==> config.mk <==
export PLATFORM = sky130hd
export DESIGN_NAME = regfile_writeback
export DESIGN_NICKNAME = d
export VERILOG_FILES = /design/src/rtl/regfile_pkg.sv /design/src/rtl/regfile_writeback_wb_fifo.sv /design/src/rtl/regfile_writeback.sv
export SDC_FILE = /design/constraint.sdc
export NUM_CORES = 1
export LEC_CHECK = 0
export CORE_MARGIN = 4
export CORE_UTILIZATION = 54
export DETAILED_ROUTE_END_ITERATION = 8
export PLACE_DENSITY = 0.81
export SETUP_SLACK_MARGIN = 0.4
export SLEW_MARGIN = 20
export SYNTH_ARGS = -nofsm -noshare
export SYNTH_HDL_FRONTEND = slang
export SYNTH_SLANG_ARGS = --single-unit
==> constraint.sdc <==
create_clock -name clk -period 3.6 [get_ports clk]
set_input_delay 0.54 -clock clk [delete_from_list [all_inputs] [get_ports clk]]
set_output_delay 0.54 -clock clk [all_outputs]
set_load 0.01 [all_outputs]
==> src/rtl/regfile_pkg.sv <==
// ---------------------------------------------------------------------------
// regfile_pkg
//   Shared widths and the queue entry type for the register-file write-back
//   front end (regfile_writeback and its queue, wb_fifo).
//
//   AW     register address width
//   DW     register data width
//   NREGS  number of architectural registers (width of busy_mask)
// ---------------------------------------------------------------------------
package regfile_pkg;

  localparam int AW    = 5;
  localparam int DW    = 32;
  localparam int NREGS = 32;

  typedef struct packed {
    logic [AW-1:0] addr;
    logic [DW-1:0] data;
  } wb_entry_t;

  // Register 0 is hard-wired, so a write to it has no architectural effect.
  function automatic logic is_real_write(input logic [AW-1:0] addr);
    return addr != '0;
  endfunction

endpackage : regfile_pkg

==> src/rtl/regfile_writeback_wb_fifo.sv <==
// ---------------------------------------------------------------------------
// wb_fifo
//   In-order circular queue of write-back entries: up to two pushes and one
//   pop per cycle. Push 0 is always the older of two same-cycle pushes.
//   DEPTH must be a power of two so the pointers wrap naturally.
//
//   clk, rst_n       clock, asynchronous active-low reset
//   push0_valid_i    first (older) push strobe
//   push0_entry_i    first push entry
//   push1_valid_i    second (younger) push strobe
//   push1_entry_i    second push entry
//   pop_i            remove the head entry (ignored when empty)
//   count_o          occupied entries
//   view_valid_o     age-ordered valid bits, index 0 = head (oldest)
//   view_entry_o     age-ordered entries, index 0 = head (oldest)
// ---------------------------------------------------------------------------
module wb_fifo
  import regfile_pkg::*;
#(
  parameter  int DEPTH = 4,
  localparam int PW    = $clog2(DEPTH),
  localparam int CW    = $clog2(DEPTH + 1)
) (
  input  logic                    clk,
  input  logic                    rst_n,
  input  logic                    push0_valid_i,
  input  wb_entry_t               push0_entry_i,
  input  logic                    push1_valid_i,
  input  wb_entry_t               push1_entry_i,
  input  logic                    pop_i,
  output logic [CW-1:0]           count_o,
  output logic [DEPTH-1:0]        view_valid_o,
  output wb_entry_t [DEPTH-1:0]   view_entry_o
);

  logic [PW-1:0] wr_ptr_q, wr_ptr_d, wr_ptr_p1;
  logic [PW-1:0] rd_ptr_q, rd_ptr_d;
  logic [CW-1:0] count_q, count_d;
  logic [1:0]    n_push;
  logic          pop_fire;

  wb_entry_t     mem_q [DEPTH];

  // NOTE: every variable assigned in always_comb gets a default first, so no
  // path leaves it unassigned and no latch is inferred.
  always_comb begin
    n_push    = {1'b0, push0_valid_i} + {1'b0, push1_valid_i};
    pop_fire  = pop_i && (count_q != '0);
    wr_ptr_p1 = wr_ptr_q + PW'(1);
    wr_ptr_d  = wr_ptr_q + PW'(n_push);
    rd_ptr_d  = rd_ptr_q + PW'(pop_fire);
    count_d   = count_q + CW'(n_push) - CW'(pop_fire);
  end

  // NOTE: sequential state uses non-blocking assignments so every register
  // samples the pre-edge values, independent of statement order.
  always_ff @(posedge clk or negedge rst_n) begin
    if (!rst_n) begin
      wr_ptr_q <= '0;
      rd_ptr_q <= '0;
      count_q  <= '0;
    end else begin
      wr_ptr_q <= wr_ptr_d;
      rd_ptr_q <= rd_ptr_d;
      count_q  <= count_d;
    end
  end

  // NOTE: the storage array has no reset; the pointers and count already mark
  // every slot invalid, so clearing the data would only add reset fanout.
  always_ff @(posedge clk) begin
    if (push0_valid_i) begin
      mem_q[wr_ptr_q] <= push0_entry_i;
    end
    // A lone push 1 takes the tail slot; otherwise it lands behind push 0.
    if (push1_valid_i) begin
      mem_q[push0_valid_i ? wr_ptr_p1 : wr_ptr_q] <= push1_entry_i;
    end
  end

  always_comb begin
    for (int k = 0; k < DEPTH; k++) begin
      view_entry_o[k] = mem_q[rd_ptr_q + PW'(k)];
      view_valid_o[k] = CW'(k) < count_q;
    end
  end

  assign count_o = count_q;

endmodule : wb_fifo

==> src/rtl/regfile_writeback.sv <==
// ---------------------------------------------------------------------------
// regfile_writeback
//   Write-side front end of the 32x32 register file. Accepts write-backs from
//   the ALU and the LSU, queues them in acceptance order and drives the single
//   register-file write port at one write per cycle. Publishes a pending-write
//   mask for decode hazard checks and an optional bypass lookup.
//
//   Optional feature macro: REGFILE_WB_BYPASS_EN
//     defined     qry_hit/qry_data return the youngest pending value for
//                 qry_addr (queue entries win over the output stage)
//     undefined   qry_hit and qry_data are tied to 0
//
//   clk, rst_n                    clock, asynchronous active-low reset
//   alu_valid/alu_ready           ALU write-back handshake
//   alu_addr, alu_data            ALU destination register and value
//   lsu_valid/lsu_ready           LSU write-back handshake
//   lsu_addr, lsu_data            LSU destination register and value
//   rf_writeenable                register file write strobe
//   rf_writeadd, rf_writedata     register file write address and data
//   busy_mask                     bit i set while a write to ri is pending
//   count                         occupied queue entries
//   qry_addr                      bypass lookup address
//   qry_hit, qry_data             bypass lookup result
// ---------------------------------------------------------------------------
module regfile_writeback
  import regfile_pkg::*;
#(
  parameter  int DEPTH = 4,
  localparam int CW    = $clog2(DEPTH + 1)
) (
  input  logic             clk,
  input  logic             rst_n,
  input  logic             alu_valid,
  output logic             alu_ready,
  input  logic [AW-1:0]    alu_addr,
  input  logic [DW-1:0]    alu_data,
  input  logic             lsu_valid,
  output logic             lsu_ready,
  input  logic [AW-1:0]    lsu_addr,
  input  logic [DW-1:0]    lsu_data,
  output logic             rf_writeenable,
  output logic [AW-1:0]    rf_writeadd,
  output logic [DW-1:0]    rf_writedata,
  output logic [NREGS-1:0] busy_mask,
  output logic [CW-1:0]    count,
  input  logic [AW-1:0]    qry_addr,
  output logic             qry_hit,
  output logic [DW-1:0]    qry_data
);

  localparam logic [CW-1:0] FULL_CNT    = CW'(DEPTH);
  localparam logic [CW-1:0] LAST_SLOT   = CW'(DEPTH - 1);
  localparam logic [CW-1:0] TWO_FREE_LE = CW'(DEPTH - 2);

  logic                  alu_push, lsu_push;
  logic [DEPTH-1:0]      view_valid;
  wb_entry_t [DEPTH-1:0] view_entry;
  wb_entry_t             alu_entry, lsu_entry;
  logic                  head_valid;

  logic                  rf_we_q;
  logic [AW-1:0]         rf_addr_q;
  logic [DW-1:0]         rf_data_q;

  // Readiness looks only at the registered count: a pop in the same cycle
  // earns no credit. The LSU owns the last free slot.
  assign lsu_ready = rst_n && (count < FULL_CNT);
  assign alu_ready = rst_n && ((count <= TWO_FREE_LE) ||
                               ((count == LAST_SLOT) && !lsu_valid));

  // Writes to r0 complete the handshake but never enter the queue.
  assign lsu_push = lsu_valid && lsu_ready && is_real_write(lsu_addr);
  assign alu_push = alu_valid && alu_ready && is_real_write(alu_addr);

  assign lsu_entry = '{addr: lsu_addr, data: lsu_data};
  assign alu_entry = '{addr: alu_addr, data: alu_data};

  assign head_valid = view_valid[0];

  // The LSU takes push port 0 so it is older than a same-cycle ALU write.
  wb_fifo #(
    .DEPTH (DEPTH)
  ) u_fifo (
    .clk           (clk),
    .rst_n         (rst_n),
    .push0_valid_i (lsu_push),
    .push0_entry_i (lsu_entry),
    .push1_valid_i (alu_push),
    .push1_entry_i (alu_entry),
    .pop_i         (head_valid),
    .count_o       (count),
    .view_valid_o  (view_valid),
    .view_entry_o  (view_entry)
  );

  // Output stage: one pop per cycle whenever the queue is non-empty. Address
  // and data hold their last values while the queue is empty.
  always_ff @(posedge clk or negedge rst_n) begin
    if (!rst_n) begin
      rf_we_q   <= 1'b0;
      rf_addr_q <= '0;
      rf_data_q <= '0;
    end else begin
      rf_we_q <= head_valid;
      if (head_valid) begin
        rf_addr_q <= view_entry[0].addr;
        rf_data_q <= view_entry[0].data;
      end
    end
  end

  assign rf_writeenable = rf_we_q;
  assign rf_writeadd    = rf_addr_q;
  assign rf_writedata   = rf_data_q;

  always_comb begin
    busy_mask = '0;
    for (int k = 0; k < DEPTH; k++) begin
      if (view_valid[k]) begin
        busy_mask[view_entry[k].addr] = 1'b1;
      end
    end
    if (rf_we_q) begin
      busy_mask[rf_addr_q] = 1'b1;
    end
  end

`ifdef REGFILE_WB_BYPASS_EN
  // Scan oldest to youngest so the youngest match is the one left standing;
  // the output stage is older than every queued entry.
  always_comb begin
    qry_hit  = 1'b0;
    qry_data = '0;
    if (is_real_write(qry_addr)) begin
      if (rf_we_q && (rf_addr_q == qry_addr)) begin
        qry_hit  = 1'b1;
        qry_data = rf_data_q;
      end
      for (int k = 0; k < DEPTH; k++) begin
        if (view_valid[k] && (view_entry[k].addr == qry_addr)) begin
          qry_hit  = 1'b1;
          qry_data = view_entry[k].data;
        end
      end
    end
  end
`else
  assign qry_hit  = 1'b0;
  assign qry_data = '0;

  // Queue data beyond the head and the query address are only consumed by
  // the bypass; fold them into a named sink so the build stays warning-free.
  wire unused_bypass = ^{qry_addr, view_entry};
`endif

endmodule : regfile_writeback
==> summary.md, run 1 <==
| Metric | Value |
|---|---|
| Sequential-to-total area share from yosys stat | `0.508` |
| Met3 WL | `2.45 mm` |
| Worst R2R End | `u_fifo.mem_q[1][13]` |
| Vias in the first global route | `8,104` |
| Fin Setup TNS | `0 ps` |
| Die X | `150 um` |
| Crit share post-route | `0.903` |
| IO Count | `191` |
| Slew margin rel. | `0.462` |
| Htree depth | `4` |
| Flop2flop setup slack | `650 ps` |
| Diode count | `0` |
| Leak | `5.33 nW` |
| Number of CTS-inserted buffers | `17` |
| Critical Path Start Type | `flip-flop` |
| Max-cap violations | `0` |
| Avg Cell Area, Syn | `12.8 um^2` |
| Initial core utilization | `0.556` |
| CP endpoint kind | `output port` |
| Worst-path maximum fanout | `5` |
| Maximum VDD drop | `571 uV` |
| Area post-placement | `13,000 um^2` |
| Finished Core Util | `0.710` |
| Fin area | `14,000 um^2` |
| #FFs+latches synth | `193` |
| RSZ-0062 raised after global routing | `true` |
| Synth Warn # | `0` |
| Slew Limit Fails | `0` |
| RR Startpoint | `u_fifo.count_o[2]` |
| Syn Inst Count | `854` |
| Crit path arrival time | `2710 ps` |
| Commonest cells in the netlist | `150 x nand2_1, 148 x edfxtp_1, 131 x mux2_2` |
| Worst-path clk slew | `80 ps` |
| Critical Path RT | `3060 ps` |
| Metal2 WL | `15.7 mm` |
| Die footprint | `22,600 um^2` |
| Synth Cell Area | `11,000 um^2` |
| Layout Area Growth over Synthesis | `27.7%` |
| Post-synth top area share | `0.406` |
| CTS sink cnt | `193` |
| Final HPWL DP | `20.0 mm` |
| Hold Path Class | `in -> async` |
| Placer Congestion | `0.977` |
| Filler instances | `1,314` |
| Detailed-route via count | `8,026` |
| Final-report hold violation count | `0` |
| Endpoints failing setup | `0` |
| Clock latency on the worst-skew pair | `430 ps` |
| Worst Setup SP | `u_fifo.rd_ptr_q[0]` |
| All-Layer GR Usage | `0.270` |
| Layout net count | `1,153` |
| PwrDens | `811 nW/um^2` |
| Vias/cell | `6.00` |
| Global route overflow | `0` |
| Drt pass-1 iters | `6` |
| Total length of routed wires | `30.6 mm` |
| CTS hold repair buffers | `0` |
| Die height | `150 um` |
| Final min period | `3250 ps` |
| Area contributors post-synth | `edfxtp_1 41%, mux2_2 13%, dfrtp_1 10%, mux4_2 10%, nand2_1 5.1%` |
| M1 WL | `11.3 mm` |
| Largest net degree at the start of global routing | `46` |
| Cell taking the most area after synthesis | `edfxtp_1` |
| Top layer reached by signal wires | `met5` |
| # rows | `51` |
| Root Buffer | `clkbuf_16` |
| First-pass GRT wire length | `46.0 mm` |
| IO buf count | `152` |
| Fraction of layout cells with a size suffix above 1 | `0.360` |
| Initial drt markers | `595` |
| DRC violation count after routing | `0` |
| Clock skew | `9.51 ps` |
| Final ANT Viol Nets | `0` |
| Most numerous cell in the Yosys netlist | `nand2_1` |
| Placeable Area | `19,700 um^2` |
| Tightest Pin Transition | `804 ps` |
| CTS tree | `done` |
| Status | `completed` |
| Maximum operating frequency | `308 MHz` |
| Post-synth EDFFs | `148` |
| Clk buf depth | `2` |
| Reg2reg path depth | `6` |
| Synth Flop Type | `edfxtp_1` |
| Async SR Flop Fraction | `0.233` |
| CP Class | `reg -> out` |
| Antenna violations before repair | `3` |
| Wire per inst | `22.9 um` |
| Synth cell types | `43` |
-- cell families after synthesis --
kind of cell               count (synthesis)  synth area share
AOI/OAI and AO/OA                         70            0.0481
and+or+nand+nor                          273             0.113
adders and majority gates                 11            0.0132
buffers and inverters                     97            0.0505
other                                      1          0.000342
muxes                                    203             0.261
DFF                                      193             0.508
xor gates and xnor gates                   6           0.00548
-- critical path, cell delays in order (launching register included) --
cell,delay (ps)
dfrtp_4,530
buf_6,140
buf_6,100
mux4_2,520
buf_4,190
nor3_2,190
buf_4,160
a22oi_1,90
nand3_1,130
clkdlybuf4s15_2,230
-- per-stage QoR --
| step | setup slack (ps) | power [mW] | instances | hold slack [ps] |
|---|---|---|---|---|
| floorplan | 556 | 6.46 | 886 | 244 |
| global placement | 170 | 8.78 | 1267 | 452 |
| detailed placement | 121 | 8.85 | 1267 | 458 |
| CTS | 170 | 11.0 | 1320 | 382 |
| global route | 258 | 11.9 | 1337 | 386 |
| finish | 348 | 11.3 | 1337 | 341 |
-- where the power goes --
part           total [mW]  switching, mW  internal (mW)
Clock                1.88          0.887          0.991
Sequential           3.35          0.371           2.98
Combinational        6.12           3.23           2.88
Total                11.3           4.49           6.86
-- registers in the layout (all words and copies together) (netlist names) --
name             flops
u_fifo.mem_q       148
rf_writedata        32
rf_writeadd          5
u_fifo.count_o       3
u_fifo.rd_ptr_q      2
u_fifo.wr_ptr_q      2
rf_writeenable       1
-- worst max-delay path by stage --
stage | end | slack [ps] | cells after the start
after CTS | busy_mask[18] | 170 | 9
after floorplan | u_fifo.mem_q[3][0] | 560 | 8
after detailed placement | u_fifo.mem_q[2][15] | 120 | 8
after global routing | busy_mask[4] | 260 | 8
final | busy_mask[1] | 350 | 9
after global placement | u_fifo.mem_q[2][15] | 170 | 8
-- routing by layer --
metal,vias to the layer above,track usage
li1,3553,-
met3,81,0.0581
met4,6,0.111
met5,-,0
met2,431,0.475
met1,3955,0.323
-- placed cells by master (no fill, tap or decap), drive strengths merged, types with 2 or more instances in the layout --
cell and count:
mux2 152, nand2 150, edfxtp 148, clkdlybuf4s50 119, buf 104, a22oi 60
mux4 50, dfrtp 45, nand3 38, conb 33, clkbuf 29, nor2 27
inv 19, nor2b 14, ha 10, nor3b 9, and2 9, nor3 7
nand2b 6, xnor2 5, clkinv 5, and3b 3, a21o 3, or2 3
and3 2, nand4 2, a32oi 2, dlymetal6s2s 2, clkdlybuf4s15 2
-- repair_timing --
item                       in CTS  in global routing
setup endpoints to repair      32                 32
pin swaps                       6                 21
gates resized for setup       109                 67
buffers inserted               21                 17
-- cell type report --
class / count / area [um^2] / area share
flip-flops and latches: 193 / 5580 / 0.398
clock buffers: 17 / 425 / 0.0304
well taps: 265 / 332 / 0.0237
repair buffers: 240 / 2270 / 0.162
multi-input cells: 596 / 5180 / 0.370
inverters: 11 / 41.3 / 0.00295
clock inverters: 15 / 169 / 0.0121
No activity file was read; power rests on OpenSTA's default activity.
==> run 2, diff against run 1 <==
--- a/config.mk
+++ b/config.mk
@@ -5,7 +5,7 @@
 export SDC_FILE = /design/constraint.sdc
 export NUM_CORES = 1
 export LEC_CHECK = 0
-export CORE_MARGIN = 4
+export CORE_MARGIN = 2
 export CORE_UTILIZATION = 54
 export DETAILED_ROUTE_END_ITERATION = 8
 export PLACE_DENSITY = 0.81
==> run 2 against run 1 <==
  * Clock skew grew 3.3 ps
  * Via count shrank 1.5%
  * Critical path type unchanged
  * First-iteration DRC count shrank 21%
  * Largest cell class unchanged
  * Global-route usage grew 0.99 points
==> summary.md, run 2 (synthesized netlist as in run 1, its figures left out) <==
| Metric | Value |
|---|---|
| CP top delay family | `simple AND/OR/NAND/NOR gates` |
| Layout net count | `1,140` |
| Drt pass-1 iters | `5` |
| Hold Path Class | `in -> async` |
| Placeable Area | `20,100 um^2` |
| RR Startpoint | `u_fifo.count_o[2]` |
| Initial drt markers | `471` |
| Largest register FFs | `148` |
| Critical Path RT | `3060 ps` |
| Sequential share of power | `0.301` |
| CTS tree | `done` |
| Vias/cell | `5.95` |
| Worst-path maximum fanout | `9` |
| Filler instances | `1,357` |
| Final-report hold violation count | `0` |
| Hold WS | `354 ps` |
| First-pass GRT wire length | `45.7 mm` |
| Clock latency on the worst-skew pair | `440 ps` |
| Fin Setup TNS | `0 ps` |
| Root Buffer | `clkbuf_16` |
| Commonest non-fill, non-tap cell in the layout | `edfxtp_1` |
| Die footprint | `21,400 um^2` |
| Diode count | `0` |
| RSZ-0062 raised after global routing | `true` |
| Final ANT Viol Nets | `0` |
| Maximum VDD drop | `449 uV` |
| Detailed-route via count | `7,909` |
| Clock group share of total power | `0.163` |
| P_int | `6.80 mW` |
| Max incr delay on CP | `560 ps` |
| Wire per inst | `22.1 um` |
| Crit path arrival time | `2890 ps` |
| Die X | `146 um` |
| All-Layer GR Usage | `0.280` |
| Endpoints failing setup | `0` |
| Htree depth | `4` |
| Total length of routed wires | `29.4 mm` |
| Gate power share | `0.536` |
| CP Class | `reg -> out` |
| Maximum operating frequency | `291 MHz` |
| Switch share | `0.391` |
| Worst path bufs/invs | `1` |
| DRC violation count after routing | `0` |
| Initial core utilization | `0.545` |
| Vias in the first global route | `8,142` |
| CTS sink cnt | `193` |
| Commonest cells after routing, fill and taps aside | `148 x edfxtp_1, 147 x nand2_1, 131 x mux2_2, 125 x clkdlybuf4s50_1, 60 x buf_4` |
| Leak | `5.42 nW` |
| Fraction of layout cells with a size suffix above 1 | `0.334` |
| Global route overflow | `0` |
| Max-cap violations | `0` |
| CTS hold repair buffers | `0` |
| Worst-path clk slew | `70 ps` |
| Critical Path Start Type | `flip-flop` |
| Clock skew | `12.8 ps` |
| Final min period | `3430 ps` |
| IO Count | `191` |
| Slew Limit Fails | `0` |
| Die height | `146 um` |
| PwrDens | `799 nW/um^2` |
| Crit share post-route | `0.954` |
| Worst Setup SP | `u_fifo.rd_ptr_q[1]` |
| Number of CTS-inserted buffers | `17` |
| Clk buf depth | `2` |
| Layout Area Growth over Synthesis | `27.6%` |
| Antenna violations before repair | `0` |
| Critical-path top delay cell | `clkdlybuf4s50_1` |
| Slew margin rel. | `0.528` |
| Tightest Pin Transition | `705 ps` |
| Switching power of the nets | `4.37 mW` |
| Placer Congestion | `0.971` |
| Worst path cell trace | `mux4_2 -> nand2b_1 -> nor2_2 -> a22oi_1 -> nand3_1 -> clkdlybuf4s50_1` |
| Largest net degree at the start of global routing | `46` |
| CP endpoint kind | `output port` |
| Most flop-heavy register | `u_fifo.mem_q` |
| Final HPWL DP | `19.9 mm` |
| Status | `completed` |
| IO buf count | `152` |
| # rows | `52` |
==> run 2: path summary, 6_finish.rpt <==
path                                       to  slack (ps)  depth (start not counted)
setup / recovery                busy_mask[16]         170                          6
hold / removal               rf_writedata[25]         350                          2
setup reg to reg           u_fifo.mem_q[1][7]         490                          7
hold reg to reg              rf_writedata[26]         470                          2
max in group asynchronous  u_fifo.rd_ptr_q[0]        2710                          2
min in group clk             rf_writedata[26]         470                          2
==> run 2: worst register-to-register path, cell delays in order (launching register included) <==
cell     delay (ps)
dfrtp_1         500
nor2b_1         350
o311a_1         580
mux2i_4         430
nor3b_4         310
buf_12          190
buf_12          150
mux2_2          350
==> run 2: area by class of cell <==
cell class / count / area (um^2) / area share
timing repair buffer: 227 / 2250 / 0.161
inverter: 11 / 41.3 / 0.00295
sequential: 193 / 5580 / 0.399
clock inverter: 13 / 126 / 0.00904
clock buffer: 19 / 433 / 0.0310
tap: 270 / 338 / 0.0242
multi-input combinational: 596 / 5220 / 0.373
==> run 2: power by group through the flow <==
stage	registers (mW)	clock network, mW	logic [mW]
after CTS	3.36	1.84	5.77
after detailed placement	3.44	0	5.43
after floorplan	3.33	0	3.13
after global placement	3.42	0	5.37
after global routing	3.41	1.91	6.41
final	3.37	1.82	5.99
==> run 2: through the flow <==
step	instance area, um^2	total power [mW]	instances	utilization	setup slack (ps)
2_1_floorplan	11100	6.46	886	-	556
3_3_place_gp	13000	8.79	1276	0.647	147
3_5_place_dp	13000	8.87	1276	0.647	86.4
4_1_cts	13800	11.0	1321	0.687	149
5_1_grt	14000	11.7	1329	0.695	90.0
6_report	14000	11.2	1329	0.695	167
==> run 2: repair_timing <==
action	4_1_cts	5_1_grt
buffers inserted	13	8
hold endpoints to repair	0	0
cloned	0	0
gates resized for setup	61	56
endpoints found under the setup margin	32	42
pin swaps	3	2
==> run 2: metal layers <==
layer,track usage,vias to the layer above,routed length [um]
li1,-,3522,-
met1,0.332,3956,11100
met2,0.506,361,15600
met3,0.0463,70,1760
met4,0.120,0,1020
met5,0,-,0
==> run 3, diff against run 2 <==
--- a/config.mk
+++ b/config.mk
@@ -6,11 +6,12 @@
 export NUM_CORES = 1
 export LEC_CHECK = 0
 export CORE_MARGIN = 2
-export CORE_UTILIZATION = 54
+export CORE_UTILIZATION = 56
 export DETAILED_ROUTE_END_ITERATION = 8
-export PLACE_DENSITY = 0.81
+export PLACE_DENSITY = 0.82
 export SETUP_SLACK_MARGIN = 0.4
 export SLEW_MARGIN = 20
 export SYNTH_ARGS = -nofsm -noshare
 export SYNTH_HDL_FRONTEND = slang
+export SYNTH_HIERARCHICAL = 1
 export SYNTH_SLANG_ARGS = --single-unit
==> run 3 against run 2 <==
  * Worst hold slack lost 11 ps
  * Synthesized cell count shrank 8.9%
  * Count of clock-buffer cells in the layout grew 2
  * Register-to-register slack gained 170 ps
  * Core utilization grew 3.4 points
  * Power grew 1.2%
  * Sequential share of layout area shrank 0.89 points
==> summary.md, run 3 <==
| Metric | Value |
|---|---|
| Crit path arrival time | `2780 ps` |
| Layout Area Growth over Synthesis | `26.7%` |
| Global route overflow | `0` |
| Layout net count | `1,089` |
| Synth Warn # | `6` |
| Final ANT Viol Nets | `0` |
| Largest net degree at the start of global routing | `46` |
| Vias/cell | `6.39` |
| IO buf count | `152` |
| Largest register FFs | `148` |
| Final HPWL DP | `18.0 mm` |
| Number of CTS-inserted buffers | `17` |
| Metal2 WL | `15.1 mm` |
| Drt pass-1 iters | `5` |
| Slew Limit Fails | `0` |
| Commonest non-fill, non-tap cell in the layout | `edfxtp_1` |
| Avg Cell Area, Syn | `14.5 um^2` |
| # rows | `51` |
| Hold Path Class | `in -> async` |
| Pwr Total | `11.3 mW` |
| Initial drt markers | `657` |
| Endpoints failing setup | `0` |
| PwrDens | `791 nW/um^2` |
| Syn Inst Count | `778` |
| Detailed-route via count | `8,159` |
| Fin Setup TNS | `0 ps` |
| Placer Congestion | `0.979` |
| CP endpoint kind | `output port` |
| Initial core utilization | `0.576` |
| Slew margin rel. | `0.535` |
| Clock skew | `5.06 ps` |
| Reg2reg path depth | `9` |
| Antenna violations before repair | `1` |
| Hold WS | `343 ps` |
| RSZ-0062 raised after global routing | `true` |
| Maximum operating frequency | `301 MHz` |
| CTS tree | `done` |
| Wire per inst | `23.3 um` |
| Die X | `146 um` |
| Final min period | `3320 ps` |
| First-pass GRT wire length | `45.1 mm` |
| Most flop-heavy register | `u_fifo/mem_q` |
| Total length of routed wires | `29.7 mm` |
| DRC violation count after routing | `0` |
| Worst-path maximum fanout | `6` |
| Met3 WL | `2.70 mm` |
| Fraction of layout cells with a size suffix above 1 | `0.416` |
| Root Buffer | `clkbuf_16` |
| All-Layer GR Usage | `0.274` |
| M1 WL | `10.7 mm` |
| Max-cap violations | `0` |
| Area post-placement | `13,100 um^2` |
| Fin area | `14,300 um^2` |
| Vias in the first global route | `8,112` |
| Synth Cell Area | `11,300 um^2` |
| Crit share post-route | `0.923` |
| Leak | `5.33 nW` |
| IO Count | `191` |
| Critical Path Start Type | `flip-flop` |
| Status | `completed` |
| Die height | `146 um` |
| Commonest cells after routing, fill and taps aside | `148 x edfxtp_1, 137 x mux2_2, 119 x clkdlybuf4s50_1, 82 x buf_4, 53 x mux4_2` |
| CTS hold repair buffers | `0` |
| Clock latency on the worst-skew pair | `430 ps` |
| Top layer reached by signal wires | `met4` |
| Worst-path clk slew | `70 ps` |
| Clk buf depth | `2` |
| CTS sink cnt | `193` |
| Tightest Pin Transition | `697 ps` |
| Placeable Area | `19,600 um^2` |
| Final-report hold violation count | `0` |
| CP Class | `reg -> out` |
| Die footprint | `21,300 um^2` |
| Htree depth | `4` |
| Critical Path RT | `3060 ps` |
| Maximum VDD drop | `417 uV` |
==> run 3: worst paths after layout <==
path | slack (ps) | end | start
setup / recovery | 280 | busy_mask[12] | u_fifo/rd_ptr_q[1]
hold / removal | 340 | rf_writedata[23] | rst_n
setup reg to reg | 660 | u_fifo/mem_q[3][2] | u_fifo/count_o[2]
hold reg to reg | 510 | rf_writedata[3] | rf_writedata[3]
max in group asynchronous | 2730 | u_fifo/rd_ptr_q[1] | rst_n
min in group clk | 510 | rf_writedata[3] | rf_writedata[3]
==> run 3: timing repair <==
item                                    CTS  global route
pin swaps                                14             8
gates resized for setup                  79            46
endpoints found under the setup margin   32            32
gates cloned                              4             1
setup buffers                            41            25
==> run 3: area by class of cell <==
type / instances / area (um^2)
flip-flops and latches: 193 / 5580
inverters: 5 / 18.8
well taps: 265 / 332
clock inverters: 11 / 78.8
diodes: 1 / 2.50
repair buffers: 254 / 2400
multi-input cells: 526 / 5420
clock buffers: 21 / 472
fillers: 1237 / 5300
==> run 3: critical path: stages (launching register included) <==
cell and delay [ps]:
dfrtp_4 520, buf_6 160, buf_4 150, mux4_2 360, buf_4 180, nand4b_1 120, buf_4 140, nor3_1 40
or4_1 520, buf_2 160
==> run 3: through the flow <==
| step | instances | setup slack [ps] | util |
|---|---|---|---|
| floorplan | 810 | 435 | - |
| CTS | 1249 | 237 | 0.719 |
| global placement | 1172 | 237 | 0.667 |
| global route | 1276 | 214 | 0.730 |
| finish | 1276 | 278 | 0.730 |
| detailed placement | 1172 | 192 | 0.667 |
==> run 3: power breakdown <==
part	internal (mW)	leakage (nW)	switching, mW
clock network	0.949	0.274	0.817
logic	3.19	3.19	3.00
registers	2.98	1.86	0.380
total	7.12	5.33	4.20
==> run 3: per-layer routing <==
layer,GRT usage,vias up
met5,0,-
met4,0.118,0
met3,0.0489,117
met2,0.475,583
met1,0.338,3968
li1,-,3491
